<file path="config.mk">
export PLATFORM = sky130hd
export DESIGN_NAME = if_fetch_stage
export DESIGN_NICKNAME = d
export VERILOG_FILES = /design/src/rtl/pipe_pkg.sv /design/src/rtl/pc_next_sel.sv /design/src/rtl/if_fetch_stage.sv
export SDC_FILE = /design/constraint.sdc
export NUM_CORES = 1
export LEC_CHECK = 0
export BUFFER_PORTS_ARGS = -buffer_cell sky130_fd_sc_hd__buf_2
export CORE_ASPECT_RATIO = 0.75
export CORE_MARGIN = 8
export CORE_UTILIZATION = 24
export CTS_BUF_LIST = sky130_fd_sc_hd__clkbuf_2
export DETAILED_ROUTE_END_ITERATION = 10
export PLACE_DENSITY_LB_ADDON = 0.15
export SLEW_MARGIN = 20
export SYNTH_ARGS = -nofsm -noshare
export SYNTH_HDL_FRONTEND = slang
export SYNTH_HIERARCHICAL = 1
export SYNTH_SLANG_ARGS = --single-unit
</file>
<file path="constraint.sdc">
create_clock -name clk -period 4.66 [get_ports clk]
set_input_delay 0.699 -clock clk [delete_from_list [all_inputs] [get_ports clk]]
set_output_delay 0.699 -clock clk [all_outputs]
set_load 0.02 [all_outputs]
</file>
<file path="src/rtl/pipe_pkg.sv">
// Shared definitions for the MIPS pipeline front end: fetch FSM encodings,
// pipeline register widths, the IF/ID record and a word-alignment helper.
package pipe_pkg;

    localparam int PC_W    = 32;
    localparam int INSTR_W = 32;

    localparam logic [INSTR_W-1:0] NOP_WORD = 32'h0000_0000;

    typedef enum logic [1:0] {
        FS_BOOT = 2'd0,
        FS_RUN  = 2'd1,
        FS_HALT = 2'd2
    } fetch_state_e;

    typedef struct packed {
        logic [INSTR_W-1:0] instr;
        logic [PC_W-1:0]    post_pc;
        logic               valid;
    } ifid_t;

    function automatic logic [PC_W-1:0] word_align(input logic [PC_W-1:0] addr);
        return {addr[PC_W-1:2], 2'b00};
    endfunction

endpackage

</file>
<file path="src/rtl/pc_next_sel.sv">
// Next-PC priority mux for the fetch stage: picks branch, halt, stall, jump or
// sequential flow and produces the PC-load and IF/ID load/flush controls.
module pc_next_sel
    import pipe_pkg::*;
#(
    parameter logic [PC_W-1:0] PC_STEP = 32'd4
) (
    input  fetch_state_e    i_state,
    input  logic [PC_W-1:0] i_pc,
    input  logic            i_stall,
    input  logic            i_halt,
    input  logic            i_jump,
    input  logic [PC_W-1:0] i_jump_target,
    input  logic            i_branch_taken,
    input  logic [PC_W-1:0] i_branch_target,
    output logic [PC_W-1:0] o_next_pc,
    output logic [PC_W-1:0] o_seq_pc,
    output logic            o_pc_load,
    output logic            o_ifid_load,
    output logic            o_ifid_bubble,
    output logic            o_enter_halt
);

    logic [PC_W-1:0] w_seq_pc;

    assign w_seq_pc = word_align(i_pc + PC_STEP);
    assign o_seq_pc = w_seq_pc;

    // Redirect priority in RUN; BOOT, HALT and the unused encoding load a bubble and hold PC.
    always_comb begin
        o_next_pc     = i_pc;
        o_pc_load     = 1'b0;
        o_ifid_load   = 1'b1;
        o_ifid_bubble = 1'b1;
        o_enter_halt  = 1'b0;
        case (i_state)
            FS_RUN: begin
                if (i_branch_taken) begin
                    // A halt in the same cycle must not lose the branch redirect.
                    o_next_pc    = word_align(i_branch_target);
                    o_pc_load    = 1'b1;
                    o_enter_halt = i_halt;
                end else if (i_halt) begin
                    o_enter_halt = 1'b1;
                end else if (i_stall) begin
                    o_ifid_load   = 1'b0;
                    o_ifid_bubble = 1'b0;
                end else if (i_jump) begin
                    o_next_pc = word_align(i_jump_target);
                    o_pc_load = 1'b1;
                end else begin
                    o_next_pc     = w_seq_pc;
                    o_pc_load     = 1'b1;
                    o_ifid_bubble = 1'b0;
                end
            end
            default: begin
                o_next_pc = i_pc;
            end
        endcase
    end

endmodule

</file>
<file path="src/rtl/if_fetch_stage.sv">
// Instruction-fetch stage: PC register, BOOT/RUN/HALT control FSM and the
// IF/ID pipeline register holding the fetched word and its PC+4.
module if_fetch_stage
    import pipe_pkg::*;
#(
    parameter logic [PC_W-1:0] RESET_PC = 32'h0000_0000,
    parameter logic [PC_W-1:0] PC_STEP  = 32'd4
) (
    input  logic               clk,
    input  logic               rst_n,
    input  logic               inStall,
    input  logic               inHalt,
    input  logic               inJump,
    input  logic [PC_W-1:0]    inJumpTarget,
    input  logic               inBranchTaken,
    input  logic [PC_W-1:0]    inBranchTarget,
    input  logic [INSTR_W-1:0] inImemData,
    output logic [PC_W-1:0]    outImemAddr,
    output logic [INSTR_W-1:0] outInstruction,
    output logic [PC_W-1:0]    outPostPc,
    output logic               outValid,
    output logic [1:0]         outState
);

    fetch_state_e    r_state;
    fetch_state_e    w_state_next;
    logic [PC_W-1:0] r_pc;
    ifid_t           r_ifid;

    logic [PC_W-1:0] w_next_pc;
    logic [PC_W-1:0] w_seq_pc;
    logic            w_pc_load;
    logic            w_ifid_load;
    logic            w_ifid_bubble;
    logic            w_enter_halt;

    pc_next_sel #(
        .PC_STEP (PC_STEP)
    ) u_pc_next_sel (
        .i_state         (r_state),
        .i_pc            (r_pc),
        .i_stall         (inStall),
        .i_halt          (inHalt),
        .i_jump          (inJump),
        .i_jump_target   (inJumpTarget),
        .i_branch_taken  (inBranchTaken),
        .i_branch_target (inBranchTarget),
        .o_next_pc       (w_next_pc),
        .o_seq_pc        (w_seq_pc),
        .o_pc_load       (w_pc_load),
        .o_ifid_load     (w_ifid_load),
        .o_ifid_bubble   (w_ifid_bubble),
        .o_enter_halt    (w_enter_halt)
    );

    // Fetch FSM state register.
    always_ff @(posedge clk or negedge rst_n) begin
        if (!rst_n) begin
            r_state <= FS_BOOT;
        end else begin
            r_state <= w_state_next;
        end
    end

    // Fetch FSM next state; only reset leaves HALT.
    always_comb begin
        w_state_next = FS_BOOT;
        case (r_state)
            FS_BOOT: w_state_next = FS_RUN;
            FS_RUN:  w_state_next = w_enter_halt ? FS_HALT : FS_RUN;
            FS_HALT: w_state_next = FS_HALT;
            default: w_state_next = FS_BOOT;
        endcase
    end

    // Program counter register.
    always_ff @(posedge clk or negedge rst_n) begin
        if (!rst_n) begin
            r_pc <= word_align(RESET_PC);
        end else if (w_pc_load) begin
            r_pc <= w_next_pc;
        end else begin
            r_pc <= r_pc;
        end
    end

    // IF/ID register; a bubble clears the whole record so nothing undefined leaks downstream.
    always_ff @(posedge clk or negedge rst_n) begin
        if (!rst_n) begin
            r_ifid <= '{instr: NOP_WORD, post_pc: {PC_W{1'b0}}, valid: 1'b0};
        end else if (w_ifid_load) begin
            if (w_ifid_bubble) begin
                r_ifid <= '{instr: NOP_WORD, post_pc: {PC_W{1'b0}}, valid: 1'b0};
            end else begin
                r_ifid <= '{instr: inImemData, post_pc: w_seq_pc, valid: 1'b1};
            end
        end else begin
            r_ifid <= r_ifid;
        end
    end

    assign outImemAddr    = r_pc;
    assign outInstruction = r_ifid.instr;
    assign outPostPc      = r_ifid.post_pc;
    assign outValid       = r_ifid.valid;
    assign outState       = r_state;

endmodule

</file>
==> flow_summary.toml <==
[clock_tree]
cts_setup_buffers = 0
cts.sinks = 99
clock_buffer_depth = 2
cts_tree = "done"
total_number_of_h_tree_levels = 3
cts_inserted_buffers = 9
clockRootBuffer = "clkbuf_2"
cts.hold.buffers_added = 0
worst_skew_pair.late_latency_ps = 620
clk_pin_slew_ps = 310
cts-resized-gates = 0

[final_layout]
signed_area_change_from_the_synthesized_netlist_to_the_final_layout_pct = 22.2
fin_nets = 910
multi_input_area_um2 = 2940
fillerInstances = 2696
final_core_utilization_pct = 29.5
drive_above_1_share_pct = 34.0
register_area_um2 = 2480

[routing]
drt_iter0_drc = 277
drt_first_pass_iters = 4
route.detailed.wl_per_inst_um = 19.3
wire_length_reported_by_the_detailed_router_um = 22200
detail_route_antenna_nets = 0
route.detailed.vias_per_inst = 4.52
vias = 5190
drc = 0

[critical_path]
worst-endpoint-required_ps = 5240
cp_data_arrival_time_ps = 3180
timing.setup.critical_path_class = "flip-flop to flip-flop"
startpoint_type = "flip-flop"
end_kind = "flip-flop"
largest_fanout_on_the_critical_path = 25

[logic_synthesis]
portion_of_the_post_synthesis_area_used_by_sequential_elements_pct = 41.5
postSynthRegisterBits = 99
most_common_cell_in_the_netlist = "dfrtp_1"
synth_enable_flop_cells = 0
synthDistinctLibCells = 61
syn-cell-area_um2 = 5970
postSynth.topFlopCell = "dfrtp_1"
syn_area_per_cell_um2 = 9.41
netlist_top_cells_count = "99 x dfrtp_1, 86 x o21ai_0, 73 x inv_1, 64 x nand3b_1, 31 x nand2_1"
netlist_top_cells_area = "dfrtp_1 42%, nand3b_1 8.1%, mux2_4 7.6%"
netlist.top_cell.by_area = "dfrtp_1"
share_of_flip_flops_with_an_asynchronous_set_or_reset_pct = 100
postSynthCellCount = 634
yosys_warnings = 6
netlist.area_leader.share_pct = 41.5

[pwr]
leakagePower_nw = 3.38
power.share.sequential_pct = 37.4
power.density_cell_area_nw_per_um2 = 499
comb_power_share_pct = 50.6
power.ir.vdd_worst_uv = 177
power.internal_w = 0.00198
switching_share_pct = 45.5
clock_power_share_pct = 12.0
p_switching_w = 0.00166

[timing]
finalSetupViolCount = 0
slew_violations = 0
timing_hold_violations_final = 0
slew_headroom_pct = 42.2
fin_skew_ps = 42.0
fmaxAchievable_mhz = 383
grt_setup_unrepaired = "false"
min_period_ps = 2610
max_slew.worst_pin.slew_ps = 866
setup-tns-final_ps = 0
period_share_pct = 56.0

[grt]
antenna_violations_before_repair = 2
grt_use_total_pct = 14.6
grt_first_pass_wirelength_um = 34000
grt-ovfl-total = 0
vias_in_the_first_global_route = 5268
pin_count_of_the_biggest_net_entering_global_routing = 64

[die]
starting_utilization_of_the_core_area_pct = 24.1
chipWidth_um = 198
rows = 50
core_um2 = 24700
dieArea_um2 = 30200
floorplan.io_pins = 201
fp.dieH_um = 153

[place]
place.gp.congestion = 0.719
dpl.hpwl_um = 16100
io_buffers = 196

[worst_hold_path]
hp-class = "input port to async pin"

[run]
drv_cap = 0

[status]
outcome = "complete, no violations"
cell families (layout without fill, tap and decap cells):
group | after synthesis | after routing | synth area share [%]
AND/OR/NAND/NOR | 192 | 192 | 19.6
AO/OA/AOI/OAI | 152 | 152 | 15.4
buffers and inverters | 121 | 296 | 9.65
flip-flops | 99 | 99 | 41.5
multiplexers | 44 | 44 | 10.0
XOR/XNOR | 24 | 24 | 3.52
adder cells (fa/ha/maj) | 1 | 1 | 0.210
other | 1 | 3 | 0.0629
through the flow:
step | setup slack, ps | total power [W] | hold WS [ps] | std cells | cell area [µm²]
2_1_floorplan | 2330 | 0.00266 | 403 | 635 | 5970
3_3_place_gp | 1820 | 0.00323 | 502 | 1134 | 7190
3_5_place_dp | 1800 | 0.00324 | 506 | 1134 | 7190
4_1_cts | 2080 | 0.00370 | 53.8 | 1148 | 7290
5_1_grt | 1900 | 0.00391 | 37.4 | 1149 | 7290
6_report | 2050 | 0.00364 | 97.5 | 1149 | 7290
routing by layer:
| metal | vias up | GRT usage (%) | part of all wire [%] |
|---|---|---|---|
| li1 | 2556 | - | - |
| met1 | 2493 | 21.1 | 50 |
| met2 | 119 | 21.8 | 44 |
| met3 | 20 | 3.31 | 4.4 |
| met4 | 2 | 3.34 | 1.5 |
| met5 | - | 0 | 0.059 |
power by group through the flow:
stage                     sequential, W  clock (W)  combinational, W
after detailed placement        0.00138          0           0.00186
after floorplan                 0.00151          0           0.00115
final                           0.00136   0.000436           0.00184
after global routing            0.00141   0.000505           0.00199
after CTS                       0.00137   0.000470           0.00186
after global placement          0.00138          0           0.00185
path summary, 6_finish.rpt:
| kind | startpoint | end | slack (ps) | cells past startpoint |
|---|---|---|---|---|
| worst max-delay path | outState[0] | outImemAddr[2] | 2050 | 8 |
| worst min-delay path | rst_n | outInstruction[10] | 100 | 1 |
| worst max register to register | outState[0] | outImemAddr[2] | 2050 | 8 |
| worst min register to register | outPostPc[20] | outPostPc[20] | 530 | 2 |
| max in group asynchronous | rst_n | outInstruction[21] | 3670 | 2 |
| min in group clk | inImemData[26] | outInstruction[26] | 270 | 3 |
critical path, cell delays in order, from the launching register on:
cell	delay, ps
dfrtp_1	510
nor2b_1	160
buf_4	300
o21ai_2	110
inv_2	650
buf_4	410
a21oi_1	100
a21oi_1	150
mux2_4	160
registers in the layout, indices dropped and copies added, names as in the netlist:
register and flops:
outInstruction 32, outValid 1, outImemAddr 32, outPostPc 32, outState 2
placed cells by master (no fill, tap or decap), types with 11 or more instances in the layout:
cell	instances
a21oi_1	11
clkbuf_2	11
nor2_1	20
nand3_1	19
nand3b_1	64
buf_2	195
mux2_4	30
a22oi_1	13
dfrtp_1	99
nand2_1	31
inv_1	72
o21ai_0	86
buf_4	14
xnor2_1	16
layout make-up:
| class | instances | share of cell area (%) |
|---|---|---|
| clock inverters | 3 | 0.566 |
| multi-input cells | 415 | 40.3 |
| clock buffers | 11 | 0.755 |
| inverters | 73 | 3.76 |
| diodes | 1 | 0.0343 |
| well taps | 338 | 5.80 |
| repair buffers | 209 | 14.8 |
| flip-flops and latches | 99 | 34.0 |
Power figures use the tool's default switching activity.
